`src/rtl/issue_a_loader_pkg.sv`:
```
// issue_a_loader_pkg: shared widths, ring depth and loader state encodings
package issue_a_loader_pkg;
    localparam int DATA_W     = 18;
    localparam int ADDR_W     = 10;
    localparam int CNT_W      = 13;
    localparam int SLOT_W     = ADDR_W - 1;
    localparam int RING_DEPTH = 2 ** SLOT_W;
    typedef enum logic [1:0] {IDLE, LOAD, DRAIN, DONE} state_t;
endpackage

```
`src/rtl/issue_a_loader_if.sv`:
```
// issue_a_loader_if: activation stream valid/ready handshake
interface issue_a_loader_if;
    import issue_a_loader_pkg::*;
    logic              in_valid;
    logic [DATA_W-1:0] in_data;
    logic              in_ready;
    modport master (output in_valid, in_data, input in_ready);
    modport slave (input in_valid, in_data, output in_ready);
endinterface

```
`src/rtl/issue_a_loader_ring_credit.sv`:
```
// issue_a_loader_ring_credit: grants a stream slot while job words remain and the ring has room
module issue_a_loader_ring_credit
    import issue_a_loader_pkg::*;
(
    input  logic             en_i,
    input  logic [CNT_W-1:0] accepted_i,
    input  logic [CNT_W-1:0] dsp_i,
    input  logic [CNT_W-1:0] target_i,
    output logic             ready_o
);
    logic [CNT_W-1:0] occ;
    // occupancy is the count of accepted words the DSP has not consumed yet
    always_comb begin
        occ     = accepted_i - dsp_i;
        ready_o = en_i && (accepted_i < target_i) && (occ < CNT_W'(RING_DEPTH));
    end
endmodule

```
`src/rtl/issue_a_loader.sv`:
```
// issue_a_loader: streams activation words into the lower RAMB half and publishes the alloc counter
module issue_a_loader
    import issue_a_loader_pkg::*;
(
    input  logic              clk,
    input  logic              rst,
    input  logic              job_start_i,
    input  logic [CNT_W-1:0]  job_len_i,
    issue_a_loader_if.slave   s,
    output logic              ramb_wr_en_o,
    output logic [ADDR_W-1:0] ramb_wr_addr_o,
    output logic [DATA_W-1:0] ramb_wr_data_o,
    output logic [CNT_W-1:0]  issue_a_alloc_counter_o,
    input  logic [CNT_W-1:0]  issue_a_dsp_counter_i,
    output logic              busy_o,
    output logic              done_o,
    output logic              err_o
);
    state_t             state_q, state_d;
    logic [CNT_W-1:0]   accepted_q, target_q, alloc_q;
    logic               wr_en_q, done_q, err_q;
    logic [SLOT_W-1:0]  wr_slot_q;
    logic [DATA_W-1:0]  wr_data_q;
    logic [CNT_W:0]     sum;
    logic               over, take, start_ok;

    issue_a_loader_ring_credit u_credit (
        .en_i       (state_q == LOAD),
        .accepted_i (accepted_q),
        .dsp_i      (issue_a_dsp_counter_i),
        .target_i   (target_q),
        .ready_o    (s.in_ready)
    );

    // next state plus job admission: a carry out of alloc+len means the counters would wrap
    always_comb begin
        sum      = {1'b0, alloc_q} + {1'b0, job_len_i};
        over     = sum[CNT_W];
        start_ok = job_start_i && !over;
        take     = s.in_valid && s.in_ready;
        state_d  = state_q;
        case (state_q)
            IDLE:    state_d = start_ok ? (job_len_i == '0 ? DONE : LOAD) : IDLE;
            LOAD:    state_d = accepted_q == target_q ? DRAIN : LOAD;
            DRAIN:   state_d = issue_a_dsp_counter_i >= target_q ? DONE : DRAIN;
            default: state_d = IDLE;
        endcase
    end

    // state, counters and the one-deep write register that commits an accepted word a cycle later
    always_ff @(posedge clk) begin
        if (rst) begin
            state_q    <= IDLE;
            accepted_q <= '0;
            target_q   <= '0;
            alloc_q    <= '0;
            wr_en_q    <= 1'b0;
            wr_slot_q  <= '0;
            wr_data_q  <= '0;
            done_q     <= 1'b0;
            err_q      <= 1'b0;
        end else begin
            state_q <= state_d;
            if (state_q == IDLE && start_ok) target_q <= sum[CNT_W-1:0];
            if (take) begin
                accepted_q <= accepted_q + 1'b1;
                wr_slot_q  <= accepted_q[SLOT_W-1:0];
                wr_data_q  <= s.in_data;
            end
            wr_en_q <= take;
            if (wr_en_q) alloc_q <= alloc_q + 1'b1;
            done_q <= state_q == DONE;
            err_q  <= state_q == IDLE && job_start_i && over;
        end
    end

    assign ramb_wr_en_o            = wr_en_q;
    assign ramb_wr_addr_o          = {1'b0, wr_slot_q};
    assign ramb_wr_data_o          = wr_data_q;
    assign issue_a_alloc_counter_o = alloc_q;
    assign busy_o                  = state_q != IDLE;
    assign done_o                  = done_q;
    assign err_o                   = err_q;
endmodule

```
`src/flat_wrapper.sv`:
```
// flat-port wrapper written by rule: the top's interface ports become plain ports
module issue_a_loader_flat import issue_a_loader_pkg::*;
  (clk, rst, job_start_i, job_len_i, ramb_wr_en_o, ramb_wr_addr_o, ramb_wr_data_o, issue_a_alloc_counter_o, issue_a_dsp_counter_i, busy_o, done_o, err_o, s_in_valid, s_in_data, s_in_ready);
  issue_a_loader_if s_i ();
  input  logic clk;
  input  logic rst;
  input  logic job_start_i;
  input  logic [CNT_W-1:0] job_len_i;
  output logic ramb_wr_en_o;
  output logic [ADDR_W-1:0] ramb_wr_addr_o;
  output logic [DATA_W-1:0] ramb_wr_data_o;
  output logic [CNT_W-1:0] issue_a_alloc_counter_o;
  input  logic [CNT_W-1:0] issue_a_dsp_counter_i;
  output logic busy_o;
  output logic done_o;
  output logic err_o;
  input wire logic [$bits(s_i.in_valid)-1:0] s_in_valid;
  input wire logic [$bits(s_i.in_data)-1:0] s_in_data;
  output wire logic [$bits(s_i.in_ready)-1:0] s_in_ready;
  assign s_i.in_valid = s_in_valid;
  assign s_i.in_data = s_in_data;
  assign s_in_ready = s_i.in_ready;
  issue_a_loader u_core (.clk(clk), .rst(rst), .job_start_i(job_start_i), .job_len_i(job_len_i), .s(s_i), .ramb_wr_en_o(ramb_wr_en_o), .ramb_wr_addr_o(ramb_wr_addr_o), .ramb_wr_data_o(ramb_wr_data_o), .issue_a_alloc_counter_o(issue_a_alloc_counter_o), .issue_a_dsp_counter_i(issue_a_dsp_counter_i), .busy_o(busy_o), .done_o(done_o), .err_o(err_o));
endmodule
```
`config.mk`:
```
export PLATFORM = sky130hd
export DESIGN_NAME = issue_a_loader_flat
export DESIGN_NICKNAME = d
export VERILOG_FILES = /design/src/rtl/issue_a_loader_pkg.sv /design/src/rtl/issue_a_loader_if.sv /design/src/rtl/issue_a_loader_ring_credit.sv /design/src/rtl/issue_a_loader.sv /design/src/flat_wrapper.sv
export SDC_FILE = /design/constraint.sdc
export NUM_CORES = 1
export LEC_CHECK = 0
export ABC_AREA = 1
export CORE_ASPECT_RATIO = 0.5
export CORE_MARGIN = 1
export CORE_UTILIZATION = 30
export CTS_CLUSTER_DIAMETER = 40
export DETAILED_ROUTE_END_ITERATION = 10
export PLACE_DENSITY = 0.6
export REMOVE_ABC_BUFFERS = 1
export SYNTH_ARGS = -nofsm -noshare
export SYNTH_HDL_FRONTEND = slang
export SYNTH_HIERARCHICAL = 1
export SYNTH_SLANG_ARGS = --single-unit
```
`constraint.sdc`:
```
create_clock -name clk -period 2.5 [get_ports clk]
set_clock_uncertainty 0.1 [all_clocks]
set_input_delay 0.25 -clock clk [delete_from_list [all_inputs] [get_ports clk]]
set_output_delay 0.25 -clock clk [all_outputs]
set_load 0.05 [all_outputs]
```
==> results.json, run 1 <==
{
  "final_hold_viol_count": 0,
  "place.gp.congestion": 0.902,
  "yosysMostFrequentCell": "nand2_1",
  "drive_gt1_frac": 0.175,
  "cp-start-kind": "flip-flop",
  "num_vias": 5304,
  "fin_crit_sh": 1.01,
  "antenna_cells": 0,
  "crit_required_ns": 2.63,
  "reg2reg_depth": 20,
  "fin_crit_ns": 2.52,
  "dr.pass1.iters": 5,
  "ys_types": 38,
  "status": "finished with violations",
  "io_buffers": 92,
  "r2r_end": "u_core/accepted_q[9]$_SDFFE_PP0P_",
  "clock_latency_ns": 0.33,
  "drc_errors": 0,
  "fp.coreArea_um2": 16600,
  "ir_drop_uv": 242,
  "initial_core_util": 0.310,
  "yosys.area_share.adder": 0.128,
  "failed_checks": "setup timing",
  "dieArea_um2": 17700,
  "cts_tree": "built",
  "synth_xor_area_frac": 0.0222,
  "power_density_nw_per_um2": 401,
  "synth.top_cell.area_share": 0.277,
  "clkTransAtPathRegs_ns": 0.06,
  "worst-setup-path-type": "flip-flop to flip-flop",
  "synthCells": 806,
  "synthTopCellsByArea": "dfxtp_1 (28%), nand2_1 (17%), ha_1 (12%), inv_1 (9.7%), nor2_1 (7.5%)",
  "reg2reg_slack_ns": -0.02,
  "synth_top_family_by_area": "simple AND/OR/NAND/NOR gates",
  "tightest_slew_ns": 0.539,
  "grt_pass1_vias": 4976,
  "critPathArrivalTime_ns": 2.65,
  "final_nets": 1047,
  "cts_buffer_depth": 2,
  "drt_iter0_markers": 289,
  "synth.top_cells.by_count": "nand2_1 (226), inv_1 (133), nor2_1 (103)",
  "synth_edf_count": 0,
  "synth_compound_area_frac": 0.110,
  "min_to": "u_core/wr_slot_q[0]$_SDFFE_PP0P_",
  "synth_area_leader_cell": "dfxtp_1",
  "p_leak_nw": 3.39,
  "post-dp-hpwl_um": 11600,
  "yosys_warnings": 6,
  "rsz0062_at_grt": "true",
  "routed_via_density": 4.50,
  "holdBufCountCts": 0,
  "min_path_cells": 2,
  "end_kind": "flip-flop",
  "overflow": 0,
  "async_flop_share": 0,
  "cts_root_buffer": "clkbuf_16",
  "cts.sinks": 71,
  "synthMuxAreaShare": 0,
  "die_h_um": 94.5,
  "synth-seq-cells": 71,
  "antenna_found_initial": 0,
  "avgRoutedWirePerCell_um": 12.9,
  "maxSlewViolCount": 0,
  "timing.rr.start": "u_core/accepted_q[8]$_SDFFE_PP0P_",
  "fmax_mhz": 396,
  "finalSetupViolCount": 1,
  "slew-limit-headroom": 0.639,
  "cts_buffers": 9,
  "hp-start": "u_core/wr_slot_q[0]$_SDFFE_PP0P_",
  "drt_wl_total_um": 15200,
  "final_util": 0.447,
  "synth_seq_area_share": 0.277,
  "fillers": 1614,
  "htreeDepth": 3,
  "die_w_um": 187,
  "setup_ws_ns": -0.0245,
  "syn_avg_cell_area_um2": 6.37,
  "grt_max_degree": 30,
  "tns_ns": -0.0245,
  "rows": 33,
  "maxCapViolCount": 0,
  "min_path_type": "flip-flop to flip-flop",
  "boundaryPins": 94,
  "syn_to_final_growth_pct": 44.2,
  "final_antenna_net_count": 0,
  "grt_usage": 0.169,
  "path_max_fanout": 3,
  "syn-cell-area_um2": 5130,
  "grt_pass1_wl_um": 24000,
  "synthSimpleGateAreaFrac": 0.349,
  "synth_flop_cell": "dfxtp_1"
}
## through the flow
step	hold slack (ns)	total power [mW]	instance area (um^2)	setup WS, ns	std cells
floorplan	0.212	1.51	5060	-0.962	792
global placement	0.359	1.75	6650	-0.488	1157
detailed placement	0.364	1.75	6650	-0.572	1157
CTS	0.375	2.98	7190	0.00620	1173
global route	0.390	3.12	7410	-0.190	1179
finish	0.368	2.97	7410	-0.0245	1179
## registers in the layout, indices dropped and copies added, names as in the netlist
register,count
u_core/target_q,13
u_core/wr_slot_q,9
u_core/accepted_q,13
u_core/done_o,1
u_core/state_q,2
u_core/err_o,1
u_core/issue_a_alloc_counter_o,13
u_core/ramb_wr_en_o,1
u_core/ramb_wr_data_o,18
## how the worst max path moves through the flow
stage	from	slack, ns	endpoint	cells after the start
after floorplan	u_core/accepted_q[8]$_SDFFE_PP0P_	-0.96	u_core/accepted_q[9]$_SDFFE_PP0P_	19
after global placement	issue_a_dsp_counter_i[5]	-0.49	u_core/wr_slot_q[5]$_SDFFE_PP0P_	19
after detailed placement	issue_a_dsp_counter_i[8]	-0.57	u_core/accepted_q[9]$_SDFFE_PP0P_	21
after CTS	issue_a_dsp_counter_i[11]	0.006	u_core/accepted_q[10]$_SDFFE_PP0P_	19
after global routing	u_core/accepted_q[8]$_SDFFE_PP0P_	-0.19	u_core/accepted_q[9]$_SDFFE_PP0P_	21
final	u_core/accepted_q[8]$_SDFFE_PP0P_	-0.02	u_core/accepted_q[9]$_SDFFE_PP0P_	20
## worst max-delay path, cell delays in order, from the launching register on
cell and delay [ns]:
dfxtp_4 0.36, ha_4 0.29, nand2_2 0.08, nor2_4 0.12, nand2_1 0.06, nor2_1 0.10, nand2_1 0.07, nand3_1 0.07
nand2_1 0.06, nand2_1 0.08, nand3_2 0.08, nor2_4 0.13, nand2_4 0.09, nor2_4 0.14, nand3_4 0.10, nor2_4 0.12
nand2_4 0.07, nor2_4 0.12, nand3_2 0.07, nand2_1 0.06, nor2_1 0.04
## layout make-up
class	count	area [um^2]	area share
Tap cell	227	284	0.0383
Timing Repair Buffer	144	1410	0.191
Inverter	135	514	0.0694
Clock buffer	13	260	0.0351
Multi-Input combinational cell	586	3470	0.469
Sequential cell	71	1450	0.195
Clock inverter	3	17.5	0.00236
## power by group
group          total (mW)  internal [mW]  switching [mW]  leakage [nW]
clock network        1.21          0.723           0.484         0.136
logic               0.589          0.256           0.332          2.67
registers            1.17           1.15          0.0173         0.581
## logic make-up (layout without fill, tap and decap cells)
logic type / count (synthesis) / count (layout)
xor+xnor: 13 / 13
flops: 71 / 71
fa+ha+maj: 52 / 52
simple gates: 419 / 419
other cells: 1 / 1
compound gates: 101 / 101
buf+inv: 149 / 295
## timing repair
item | CTS | global route
pin swaps | 19 | 18
gates resized for setup | 66 | 37
buffers inserted | 0 | 3
gates cloned | 0 | 3
setup endpoints to repair | 37 | 39
## layer usage
metal	share of wire	track usage
met2	0.46	0.285
met1	0.49	0.225
met3	0.040	0.0301
met5	0	0
met4	0.0099	0.0417
## cells in the final DEF (no fill, tap or decap), drive strengths merged, types with 2 or more instances in the layout
cell type	synthesis	routed
ha	51	51
clkbuf	10	16
nand3b	2	2
nor3	16	16
nand2	240	240
nor2	109	109
buf	4	50
nand4	11	11
dfxtp	71	71
o21bai	3	3
a21oi	54	54
clkinv	1	2
clkdlybuf4s50	0	80
nand3	35	35
xnor2	7	7
nor4	2	2
o21ai	39	39
xor2	6	6
o21a	2	2
dlygate4sd2	0	9
inv	134	135
nor3b	3	3
dlymetal6s2s	0	2
No activity file was read; power rests on OpenSTA's default activity.
==> inputs of run 2 (changes only) <==
--- a/config.mk
+++ b/config.mk
@@ -11,7 +11,7 @@
 export CORE_UTILIZATION = 30
 export CTS_CLUSTER_DIAMETER = 40
 export DETAILED_ROUTE_END_ITERATION = 10
-export PLACE_DENSITY = 0.6
+export PLACE_DENSITY = 0.59
 export REMOVE_ABC_BUFFERS = 1
 export SYNTH_ARGS = -nofsm -noshare
 export SYNTH_HDL_FRONTEND = slang
==> constraint.sdc (replaced) <==
create_clock -name clk -period 2.6 [get_ports clk]
set_clock_uncertainty 0.1 [all_clocks]
set_input_delay 0.26 -clock clk [delete_from_list [all_inputs] [get_ports clk]]
set_output_delay 0.26 -clock clk [all_outputs]
set_load 0.05 [all_outputs]
==> results.json, run 2 (same netlist as run 1, synthesis figures left out) <==
{
  "maxCapViolCount": 0,
  "place.gp.congestion": 0.873,
  "pwr-share-clk": 0.411,
  "cts_root_buffer": "clkbuf_16",
  "cts_buffers": 9,
  "path_max_fanout": 6,
  "setup_ws_ns": 0.0864,
  "power_density_nw_per_um2": 393,
  "hp-start": "u_core/wr_slot_q[1]$_SDFFE_PP0P_",
  "min_path_type": "flip-flop to flip-flop",
  "post-dp-hpwl_um": 11500,
  "initial_core_util": 0.310,
  "grt_max_degree": 37,
  "path_buf_inv": 2,
  "slew-limit-headroom": 0.645,
  "tightest_slew_ns": 0.531,
  "crit_slowest_cell": "dfxtp_2",
  "reg2reg_depth": 16,
  "dr.pass1.iters": 4,
  "p_seq_frac": 0.396,
  "boundaryPins": 94,
  "drc_errors": 0,
  "num_vias": 5294,
  "crit_family": "simple AND/OR/NAND/NOR gates",
  "fmax_mhz": 398,
  "p_leak_nw": 3.37,
  "r2r_end": "u_core/accepted_q[7]$_SDFFE_PP0P_",
  "routed_via_density": 4.51,
  "holdBufCountCts": 0,
  "fp.coreArea_um2": 16600,
  "min_path_cells": 2,
  "power.switching_mw": 0.802,
  "avgRoutedWirePerCell_um": 12.4,
  "grt_pass1_vias": 4823,
  "io_buffers": 92,
  "dieArea_um2": 17700,
  "ir_drop_uv": 207,
  "comb_power_share": 0.193,
  "drive_gt1_frac": 0.157,
  "final_nets": 1042,
  "rows": 33,
  "drt_iter0_markers": 292,
  "clkTransAtPathRegs_ns": 0.06,
  "syn_to_final_growth_pct": 41.3,
  "status": "finished clean",
  "final_cell_mix": "nand2_1 (216), inv_1 (126), nor2_1 (98), clkdlybuf4s50_1 (81), dfxtp_1 (62)",
  "final_common_cell": "nand2_1",
  "place_ws_ns": -0.434,
  "crit_required_ns": 2.71,
  "final_area_um2": 7250,
  "rsz0062_at_grt": "true",
  "place_area_um2": 6630,
  "cts_buffer_depth": 2,
  "cts_tree": "built",
  "overflow": 0,
  "final_util": 0.438,
  "die_h_um": 94.5,
  "crit_chain": "buf_4, ha_1, a21oi_1, o21a_1, nand2_1, nand2_2, nand3_2, nor2_4, nand2_4, nor2_4, nand3_4, nor2_4, nand2_2, buf_4, o21ai_0, a21oi_1",
  "htreeDepth": 3,
  "reg2reg_slack_ns": 0.09,
  "critical_path.max_stage_delay_ns": 0.35,
  "finalSetupViolCount": 0,
  "fin_crit_sh": 0.967,
  "cp-start-kind": "flip-flop",
  "antenna_found_initial": 0,
  "drt_wl_total_um": 14600,
  "intPower_mw": 2.05,
  "final_antenna_net_count": 0,
  "fin_crit_ns": 2.51,
  "switching_share": 0.281,
  "final_hold_viol_count": 0,
  "antenna_cells": 0,
  "min_to": "u_core/wr_slot_q[1]$_SDFFE_PP0P_",
  "critPathArrivalTime_ns": 2.62,
  "largest_reg_flops": 18,
  "end_kind": "flip-flop",
  "clock_latency_ns": 0.33,
  "timing.rr.start": "u_core/accepted_q[6]$_SDFFE_PP0P_",
  "cts.sinks": 71,
  "grt_usage": 0.160,
  "die_w_um": 187,
  "maxSlewViolCount": 0,
  "grt_pass1_wl_um": 22700,
  "worst-setup-path-type": "flip-flop to flip-flop",
  "crit_top_cell": "nor2_4"
}
run 2: cell count changes in the layout (fill, tap and decap cells not counted), sizes merged:
| cell | delta |
|---|---|
| clkdlybuf4s50 | +1 |
| inv | -1 |
| dlygate4sd2 | -9 |
| clkbuf | -3 |
| dlymetal6s2s | +8 |
| clkinv | +1 |
| buf | -2 |
run 2: per-layer routing:
layer  GRT usage  wire [um]
met1       0.208       7100
met2       0.281       6710
met3      0.0297        670
met4      0.0307        116
met5           0          0
run 2: worst max-delay path by stage:
stage                                           start  cells after the start                                 to  slack (ns)
floorplan           u_core/accepted_q[8]$_SDFFE_PP0P_                     19  u_core/accepted_q[9]$_SDFFE_PP0P_       -0.86
global placement             issue_a_dsp_counter_i[8]                     18  u_core/accepted_q[4]$_SDFFE_PP0P_       -0.41
detailed placement           issue_a_dsp_counter_i[8]                     22  u_core/accepted_q[9]$_SDFFE_PP0P_       -0.43
CTS                          issue_a_dsp_counter_i[9]                     23  u_core/accepted_q[9]$_SDFFE_PP0P_       0.003
global route        u_core/accepted_q[5]$_SDFFE_PP0P_                     21  u_core/accepted_q[9]$_SDFFE_PP0P_       -0.07
finish              u_core/accepted_q[6]$_SDFFE_PP0P_                     16  u_core/accepted_q[7]$_SDFFE_PP0P_        0.09
run 2: layout make-up:
type,instances,area [um^2]
inverter,135,508
timing repair buffer,139,1330
clock inverter,3,17.5
sequential,71,1440
fill,1687,9300
clock buffer,13,260
tap,227,284
multi-input combinational,586,3420
run 2: what timing repair did:
item | in CTS | in global routing
pin swaps | 1 | 24
setup endpoints to repair | 26 | 41
gates resized for setup | 5 | 69
buffers inserted | 0 | 2
cloned | 0 | 0
run 2: metrics by stage:
| stage | total power [mW] | instances | hold WS, ns | setup TNS [ns] |
|---|---|---|---|---|
| after global routing | 2.99 | 1174 | 0.395 | -0.239 |
| final | 2.85 | 1174 | 0.371 | 0 |
| after CTS | 2.85 | 1172 | 0.378 | 0 |
| after floorplan | 1.45 | 792 | 0.222 | -27.45 |
| after global placement | 1.67 | 1156 | 0.361 | -11.84 |
| after detailed placement | 1.68 | 1156 | 0.365 | -13.09 |
run 2: power groups by stage:
| stage | combinational [mW] | clock (mW) | sequential (mW) |
|---|---|---|---|
| final | 0.550 | 1.17 | 1.13 |
| after global routing | 0.616 | 1.24 | 1.13 |
| after CTS | 0.526 | 1.20 | 1.13 |
| after detailed placement | 0.522 | 0 | 1.15 |
| after global placement | 0.516 | 0 | 1.15 |
| after floorplan | 0.286 | 0 | 1.17 |
run 2: worst reg2reg max path, cell delays in order, from the launching register on:
cell and delay (ns):
dfxtp_2 0.35, buf_4 0.17, ha_1 0.31, a21oi_1 0.14, o21a_1 0.13, nand2_1 0.07
nand2_2 0.07, nand3_2 0.10, nor2_4 0.14, nand2_4 0.07, nor2_4 0.14, nand3_4 0.09
nor2_4 0.12, nand2_2 0.07, buf_4 0.14, o21ai_0 0.14, a21oi_1 0.06
